`config.mk`:
```
export PLATFORM = sky130hd
export DESIGN_NAME = vote_session_ctrl_flat
export DESIGN_NICKNAME = d
export VERILOG_FILES = /design/src/rtl/vote_session_ctrl_pkg.sv /design/src/rtl/vote_session_ctrl_if.sv /design/src/rtl/vote_session_ctrl_btn_edge.sv /design/src/rtl/vote_session_ctrl.sv /design/src/flat_wrapper.sv
export SDC_FILE = /design/constraint.sdc
export NUM_CORES = 1
export LEC_CHECK = 0
export CAP_MARGIN = 20
export CORE_MARGIN = 4
export CORE_UTILIZATION = 25
export CTS_CLUSTER_SIZE = 24
export DETAILED_ROUTE_END_ITERATION = 7
export SLEW_MARGIN = 10
export SYNTH_ARGS = -nofsm -noshare
export SYNTH_HDL_FRONTEND = slang
export SYNTH_HIERARCHICAL = 1
export SYNTH_SLANG_ARGS = --single-unit
```
`constraint.sdc`:
```
create_clock -name clk -period 1.6 [get_ports clk]
set_clock_uncertainty 0.05 [all_clocks]
set_input_delay 0.24 -clock clk [delete_from_list [all_inputs] [get_ports clk]]
set_output_delay 0.24 -clock clk [all_outputs]
set_load 0.05 [all_outputs]
```
`src/rtl/vote_session_ctrl_pkg.sv`:
```
// Shared types and constants for the vote session controller: FSM states,
// winner codes and the default counter width.
package voting_pkg;

  localparam int CW_DEFAULT = 4;

  typedef enum logic [2:0] {
    IDLE,
    OPEN,
    BALLOT,
    COMMIT,
    RELEASE,
    TALLY,
    DONE
  } state_e;

  localparam logic [1:0] WIN_NONE = 2'b00;
  localparam logic [1:0] WIN_A    = 2'b01;
  localparam logic [1:0] WIN_B    = 2'b10;
  localparam logic [1:0] WIN_TIE  = 2'b11;

  // No votes at all is reported as "none" rather than as a tie.
  function automatic logic [1:0] win_code(input int unsigned a, input int unsigned b);
    if (a == 0 && b == 0) return WIN_NONE;
    if (a == b)           return WIN_TIE;
    if (a > b)            return WIN_A;
    return WIN_B;
  endfunction

endpackage

```
`src/rtl/vote_session_ctrl_if.sv`:
```
// Officer/voter panel and counter-side signals of the vote session controller.
// The controller uses the slave modport; whoever drives the panel uses master.
interface vote_session_ctrl_if #(
  parameter int CW = voting_pkg::CW_DEFAULT
) ();
  logic          open_poll;
  logic          close_poll;
  logic          ballot_issue;
  logic          btn_a;
  logic          btn_b;
  logic [CW-1:0] count_a;
  logic [CW-1:0] count_b;
  logic          vote_a;
  logic          vote_b;
  logic          count_clr;
  logic          poll_open;
  logic          ballot_ready;
  logic          vote_ack;
  logic          invalid;
  logic          timeout;
  logic          full;
  logic          result_valid;
  logic [1:0]    winner;

  modport slave (
    input  open_poll, close_poll, ballot_issue, btn_a, btn_b, count_a, count_b,
    output vote_a, vote_b, count_clr, poll_open, ballot_ready, vote_ack,
           invalid, timeout, full, result_valid, winner
  );

  modport master (
    output open_poll, close_poll, ballot_issue, btn_a, btn_b, count_a, count_b,
    input  vote_a, vote_b, count_clr, poll_open, ballot_ready, vote_ack,
           invalid, timeout, full, result_valid, winner
  );
endinterface

```
`src/rtl/vote_session_ctrl_btn_edge.sv`:
```
// Registers a synchronised button level and emits a one-cycle pulse on its
// rising edge, so a held button never counts twice.
module btn_edge (
  input  logic clk,
  input  logic reset,
  input  logic btn_i,
  output logic press_o
);
  logic btn_q;

  always_ff @(posedge clk) begin
    if (reset) btn_q <= 1'b0;
    else       btn_q <= btn_i;
  end

  assign press_o = btn_i & ~btn_q;
endmodule

```
`src/rtl/vote_session_ctrl.sv`:
```
// Two-candidate poll sequencer: arms one ballot at a time, turns button
// presses into single increment strobes and publishes the winner after close.
module vote_session_ctrl
  import voting_pkg::*;
#(
  parameter int CW      = CW_DEFAULT,
  parameter int TIMEOUT = 16
) (
  input  logic clk,
  input  logic reset,
  vote_session_ctrl_if.slave bus
);
  localparam int              TW         = (TIMEOUT > 1) ? $clog2(TIMEOUT) : 1;
  localparam logic [TW-1:0]   TIMER_LAST = TW'(TIMEOUT - 1);
  localparam logic [CW-1:0]   COUNT_MAX  = '1;

  logic [1:0] btn;
  logic [1:0] press;
  logic       press_a;
  logic       press_b;

  assign btn = {bus.btn_b, bus.btn_a};

  generate
    for (genvar gi = 0; gi < 2; gi++) begin : g_btn
      btn_edge u_edge (
        .clk     (clk),
        .reset   (reset),
        .btn_i   (btn[gi]),
        .press_o (press[gi])
      );
    end
  endgenerate

  assign press_a = press[0];
  assign press_b = press[1];

  state_e        state_q, state_d;
  logic [TW-1:0] timer_q, timer_d;
  logic          choice_q, choice_d;   // 0 = A, 1 = B
  logic [1:0]    winner_q, winner_d;
  logic          timeout_q, timeout_d;
  logic          invalid_q, invalid_d;
  logic          full;

  assign full = (bus.count_a == COUNT_MAX) | (bus.count_b == COUNT_MAX);

  always_ff @(posedge clk) begin
    if (reset) begin
      state_q   <= IDLE;
      timer_q   <= '0;
      choice_q  <= 1'b0;
      winner_q  <= WIN_NONE;
      timeout_q <= 1'b0;
      invalid_q <= 1'b0;
    end else begin
      state_q   <= state_d;
      timer_q   <= timer_d;
      choice_q  <= choice_d;
      winner_q  <= winner_d;
      timeout_q <= timeout_d;
      invalid_q <= invalid_d;
    end
  end

  always_comb begin
    state_d   = state_q;
    timer_d   = timer_q;
    choice_d  = choice_q;
    winner_d  = winner_q;
    timeout_d = 1'b0;
    invalid_d = 1'b0;
    unique case (state_q)
      IDLE: begin
        if (bus.open_poll) state_d = OPEN;
      end
      OPEN: begin
        if (bus.close_poll) begin
          state_d = TALLY;
        end else if (bus.ballot_issue && !full) begin
          state_d = BALLOT;
          timer_d = '0;
        end
      end
      BALLOT: begin
        // Close voids the armed ballot; a double press is flagged but keeps it armed.
        invalid_d = ~bus.close_poll & press_a & press_b;
        if (bus.close_poll) begin
          state_d = TALLY;
        end else if (press_a ^ press_b) begin
          state_d  = COMMIT;
          choice_d = press_b;
        end else if (timer_q == TIMER_LAST) begin
          state_d   = OPEN;
          timeout_d = 1'b1;
        end else begin
          timer_d = timer_q + TW'(1);
        end
      end
      COMMIT: begin
        state_d = bus.close_poll ? TALLY : RELEASE;
      end
      RELEASE: begin
        if (bus.close_poll)                state_d = TALLY;
        else if (!bus.btn_a && !bus.btn_b) state_d = OPEN;
      end
      TALLY: begin
        state_d  = DONE;
        winner_d = win_code(32'(bus.count_a), 32'(bus.count_b));
      end
      DONE: begin
        if (bus.open_poll) begin
          state_d  = OPEN;
          winner_d = WIN_NONE;
        end
      end
      default: state_d = IDLE;
    endcase
  end

  assign bus.vote_a       = (state_q == COMMIT) & ~choice_q;
  assign bus.vote_b       = (state_q == COMMIT) & choice_q;
  assign bus.vote_ack     = (state_q == COMMIT);
  assign bus.count_clr    = ~reset & bus.open_poll & ((state_q == IDLE) | (state_q == DONE));
  assign bus.poll_open    = (state_q == OPEN) | (state_q == BALLOT) |
                            (state_q == COMMIT) | (state_q == RELEASE);
  assign bus.ballot_ready = (state_q == BALLOT);
  assign bus.invalid      = invalid_q;
  assign bus.timeout      = timeout_q;
  assign bus.full         = full;
  assign bus.result_valid = (state_q == DONE);
  assign bus.winner       = winner_q;
endmodule

```
`src/flat_wrapper.sv`:
```
// flat-port wrapper written by rule: the top's interface ports become plain ports
module vote_session_ctrl_flat import voting_pkg::*;
#(
  parameter int CW      = CW_DEFAULT,
  parameter int TIMEOUT = 16
)
  (clk, reset, bus_open_poll, bus_close_poll, bus_ballot_issue, bus_btn_a, bus_btn_b, bus_count_a, bus_count_b, bus_vote_a, bus_vote_b, bus_count_clr, bus_poll_open, bus_ballot_ready, bus_vote_ack, bus_invalid, bus_timeout, bus_full, bus_result_valid, bus_winner);
  vote_session_ctrl_if #(.CW(CW)) bus_i ();
  input  logic clk;
  input  logic reset;
  input wire logic [$bits(bus_i.open_poll)-1:0] bus_open_poll;
  input wire logic [$bits(bus_i.close_poll)-1:0] bus_close_poll;
  input wire logic [$bits(bus_i.ballot_issue)-1:0] bus_ballot_issue;
  input wire logic [$bits(bus_i.btn_a)-1:0] bus_btn_a;
  input wire logic [$bits(bus_i.btn_b)-1:0] bus_btn_b;
  input wire logic [$bits(bus_i.count_a)-1:0] bus_count_a;
  input wire logic [$bits(bus_i.count_b)-1:0] bus_count_b;
  output wire logic [$bits(bus_i.vote_a)-1:0] bus_vote_a;
  output wire logic [$bits(bus_i.vote_b)-1:0] bus_vote_b;
  output wire logic [$bits(bus_i.count_clr)-1:0] bus_count_clr;
  output wire logic [$bits(bus_i.poll_open)-1:0] bus_poll_open;
  output wire logic [$bits(bus_i.ballot_ready)-1:0] bus_ballot_ready;
  output wire logic [$bits(bus_i.vote_ack)-1:0] bus_vote_ack;
  output wire logic [$bits(bus_i.invalid)-1:0] bus_invalid;
  output wire logic [$bits(bus_i.timeout)-1:0] bus_timeout;
  output wire logic [$bits(bus_i.full)-1:0] bus_full;
  output wire logic [$bits(bus_i.result_valid)-1:0] bus_result_valid;
  output wire logic [$bits(bus_i.winner)-1:0] bus_winner;
  assign bus_i.open_poll = bus_open_poll;
  assign bus_i.close_poll = bus_close_poll;
  assign bus_i.ballot_issue = bus_ballot_issue;
  assign bus_i.btn_a = bus_btn_a;
  assign bus_i.btn_b = bus_btn_b;
  assign bus_i.count_a = bus_count_a;
  assign bus_i.count_b = bus_count_b;
  assign bus_vote_a = bus_i.vote_a;
  assign bus_vote_b = bus_i.vote_b;
  assign bus_count_clr = bus_i.count_clr;
  assign bus_poll_open = bus_i.poll_open;
  assign bus_ballot_ready = bus_i.ballot_ready;
  assign bus_vote_ack = bus_i.vote_ack;
  assign bus_invalid = bus_i.invalid;
  assign bus_timeout = bus_i.timeout;
  assign bus_full = bus_i.full;
  assign bus_result_valid = bus_i.result_valid;
  assign bus_winner = bus_i.winner;
  vote_session_ctrl #(.CW(CW), .TIMEOUT(TIMEOUT)) u_core (.clk(clk), .reset(reset), .bus(bus_i));
endmodule
```
==> out/results.txt <==
global-route wire length before repair -> 5.07 mm
r2r endpoint -> u_core/state_q[1]
number of nets with antenna violations after routing -> 0
clock root buffer -> clkbuf_8
total of endpoints with negative setup slack in the final report -> 10
deepest clock path buffer count -> 2
I/O pin count -> 27
setup repair after global routing missed its margin -> true
destination of the worst hold path -> u_core/bus.winner[0]
Yosys warnings -> 6
highest ir drop seen on vdd -> 0.609 mV
post-synthesis net count -> 137
Worst R2R Setup Slack -> -0.12 ns
wire per inst -> 14.2 µm
TritonCTS clock tree -> done
post-route DRC violation count -> 0
overall power after layout -> 2.09 mW
outcome -> finished, violations left
asr flop ratio synth -> 0%
FMAX -> 581 MHz
Antenna Diode Count -> 0
antenna violations before repair -> 0
slowest stage delay, CP -> 0.53 ns
post-synthesis instance area -> 966 µm²
area growth from synthesis to layout -> 103%
row count -> 22
Worst Setup Slack, final -> -0.120 ns
max-slew violation total from the final report -> 0
required time at the worst-slack endpoint -> 1.71 ns
number of nets in the finished design -> 202
CTS hold repair buffers -> 0
number of cells on the worst hold path -> 2
master of the slowest instance on the critical path -> or4b_4
area share of the leading cell type in the synthesized netlist -> 29.0%
Worst Hold Class -> flip-flop to flip-flop
maximum fanout along the worst path -> 5
critical path data arrival time -> 1.83 ns
routability cong. -> 0.861
vias after detailed routing -> 1134
prevailing post-synth register cell -> dfxtp_1
total of max-cap violations -> 0
proportion of synthesized chip area in sequential cells -> 29.0%
via count of the first global-routing pass -> 1105
sort of element at the start of the critical path -> flip-flop
worst skew pair latency -> 0.24 ns
startpoint of the worst hold path -> u_core/bus.winner[0]
total congestion overflow after global routing -> 0
areal power density over the cells -> 1070 mW/mm²
cell types occupying the most area after synthesis -> dfxtp_1 29%, ha_1 6.5%, nor2b_4 5.7%, a21oi_1 4.1%, o21ai_0 4.1%
Leakage -> 0.828 nW
EDFF count, synth -> 0
crit path capture type -> flip-flop
post-placement setup slack -> -0.429 ns
starting density of the core -> 26.2%
placed cells -> 215
Period minus WS final -> 1.72 ns
clock-pin slew on the worst setup and hold paths -> 0.06 ns
Worst Max-Slew Pin Slew -> 0.330 ns
die footprint -> 0.00492 mm²
via-per-instance ratio -> 4.95
Post-Synthesis Mean Instance Area -> 8.26 µm²
cell type contributing the most total cell area after synthesis -> dfxtp_1
post-route fraction of the period consumed by the critical path -> 108%
buffers added on ports -> 26
CTS Buf Count -> 3
Max-Slew Margin vs Limit -> 78.0%
Horiz. Die Dim -> 70.2 µm
Worst R2R Path Depth -> 6
H-tree level count -> 1
final number of hold-violating endpoints -> 0
core area -> 0.00369 mm²
Cells after Synth -> 117
share of cells above drive strength 1 -> 53.6%
kind of critical path -> flip-flop to flip-flop
post-detail-place hpwl -> 2.20 mm
Tot GR Track Use -> 12.5%
Hold WS -> 0.415 ns
count of fill cells added during filler insertion -> 337
final wirelength -> 3.25 mm
register bit count reported by yosys -> 14
worst r2r src -> u_core/state_q[1]
series of cell instances along the critical path -> buf_6 -> or4b_4 -> a31oi_2 -> or4_4 -> nor2_2 -> a211oi_2
Netlist cell types -> 38
Cell Count, Final, Fillers Out -> 229
number of detailed-route iterations in the first pass -> 4
DR iter-0 viols -> 14
post-layout utilization of the core -> 53.3%
die height -> 70.2 µm
largest net degree at the start of global routing -> 15
violations in the final reports -> negative setup slack
clk sink count -> 14
[sequential cells by signal (all words and copies together) (netlist names)]
signal,cells
u_core/bus.invalid,1
u_core/bus.timeout,1
u_core/bus.winner,2
u_core/choice_q,1
u_core/g_btn.u_edge/btn_q,2
u_core/state_q,3
u_core/timer_q,4
[kinds of logic (layout without fill, tap and decap cells)]
family | after synthesis | after routing | share of synthesized area, %
AOI/OAI and AO/OA | 28 | 28 | 18.7
DFF | 14 | 14 | 29.0
adders and majority gates | 5 | 5 | 6.48
buffers and inverters | 11 | 75 | 4.53
xor gates and xnor gates | 4 | 4 | 3.63
and+or+nand+nor | 55 | 55 | 37.7
[synth_stat cells (3+ instances only)]
master	count
nor4_1	6
nand2b_1	3
dfxtp_1	14
ha_1	5
nor2_1	9
nand3_1	6
inv_1	7
o21ai_0	8
nor3b_1	3
nand2_1	6
nor2b_1	4
nor2b_4	4
a21oi_1	8
[placed cells by master, fill, tap and decap left out, drive strengths merged, types with 2 or more instances in the layout]
master,Yosys,layout
inv,7,7
a31oi,2,2
xor2,2,2
clkbuf,1,5
nor3,2,2
xnor2,2,2
ha,5,5
dfxtp,14,14
dlymetal6s2s,0,3
nand3,6,6
and3,2,2
a211oi,2,2
and2,2,2
o21a,2,2
nand2,6,6
clkdlybuf4s50,0,5
nor4,6,6
dlygate4sd2,0,6
o21ai,8,8
nand2b,3,3
nor2,9,9
nor4b,3,3
buf,3,49
a21oi,8,8
nand4,2,2
nor2b,8,8
nor3b,4,4
[cell type report]
cell class	instances	area (µm²)	area share [%]
timing repair buffer	64	663	33.8
clock buffer	4	55.1	2.80
sequential	14	292	14.8
multi-input combinational	92	866	44.1
inverter	7	28.8	1.46
tap	48	60.1	3.06
[worst max-delay path, delay by kind of cell, from the launching register on]
kind                   cells  cell delay [ns]
AND/OR/NAND/NOR            3             0.74
flip-flops                 1             0.36
AO/OA/AOI/OAI              2             0.35
buffers and inverters      1             0.14
[metal layers]
| metal | part of all wire (%) | vias up | track usage [%] |
|---|---|---|---|
| met2 | 51 | 30 | 20.9 |
| met1 | 43 | 539 | 15.6 |
| met3 | 4.1 | 8 | 3.17 |
| met5 | 0 | - | 0 |
| met4 | 2.0 | 0 | 3.83 |
| li1 | - | 557 | - |
[how the worst max path moves through the flow]
stage | slack (ns) | to | depth (start not counted) | from
2_1_floorplan | -0.06 | bus_poll_open | 3 | u_core/state_q[0]
3_3_place_gp | -0.40 | u_core/state_q[1] | 7 | bus_btn_b
3_5_place_dp | -0.43 | u_core/state_q[1] | 6 | bus_btn_b
4_1_cts | -0.10 | bus_count_clr | 4 | u_core/state_q[2]
5_1_grt | -0.15 | u_core/timer_q[1] | 6 | u_core/state_q[1]
6_report | -0.12 | u_core/state_q[1] | 6 | u_core/state_q[1]
[through the flow]
step           TNS, ns  area (µm²)
5_1_grt          -1.22        1960
2_1_floorplan   -0.109        1030
4_1_cts         -0.551        1790
6_report        -0.548        1960
3_5_place_dp     -2.79        1590
3_3_place_gp     -2.46        1590
[where the power goes]
| group | internal, mW | switching, mW |
|---|---|---|
| Sequential | 0.390 | 0.0383 |
| Clock | 0.218 | 0.134 |
| Combinational | 0.697 | 0.615 |
| Total | 1.31 | 0.787 |
[what timing repair did]
action,in CTS,in global routing
gates cloned,0,0
setup endpoints to repair,14,17
buffers inserted,7,4
gates resized for setup,31,30
pin swaps,10,12
(Power assumes the default switching activity.)
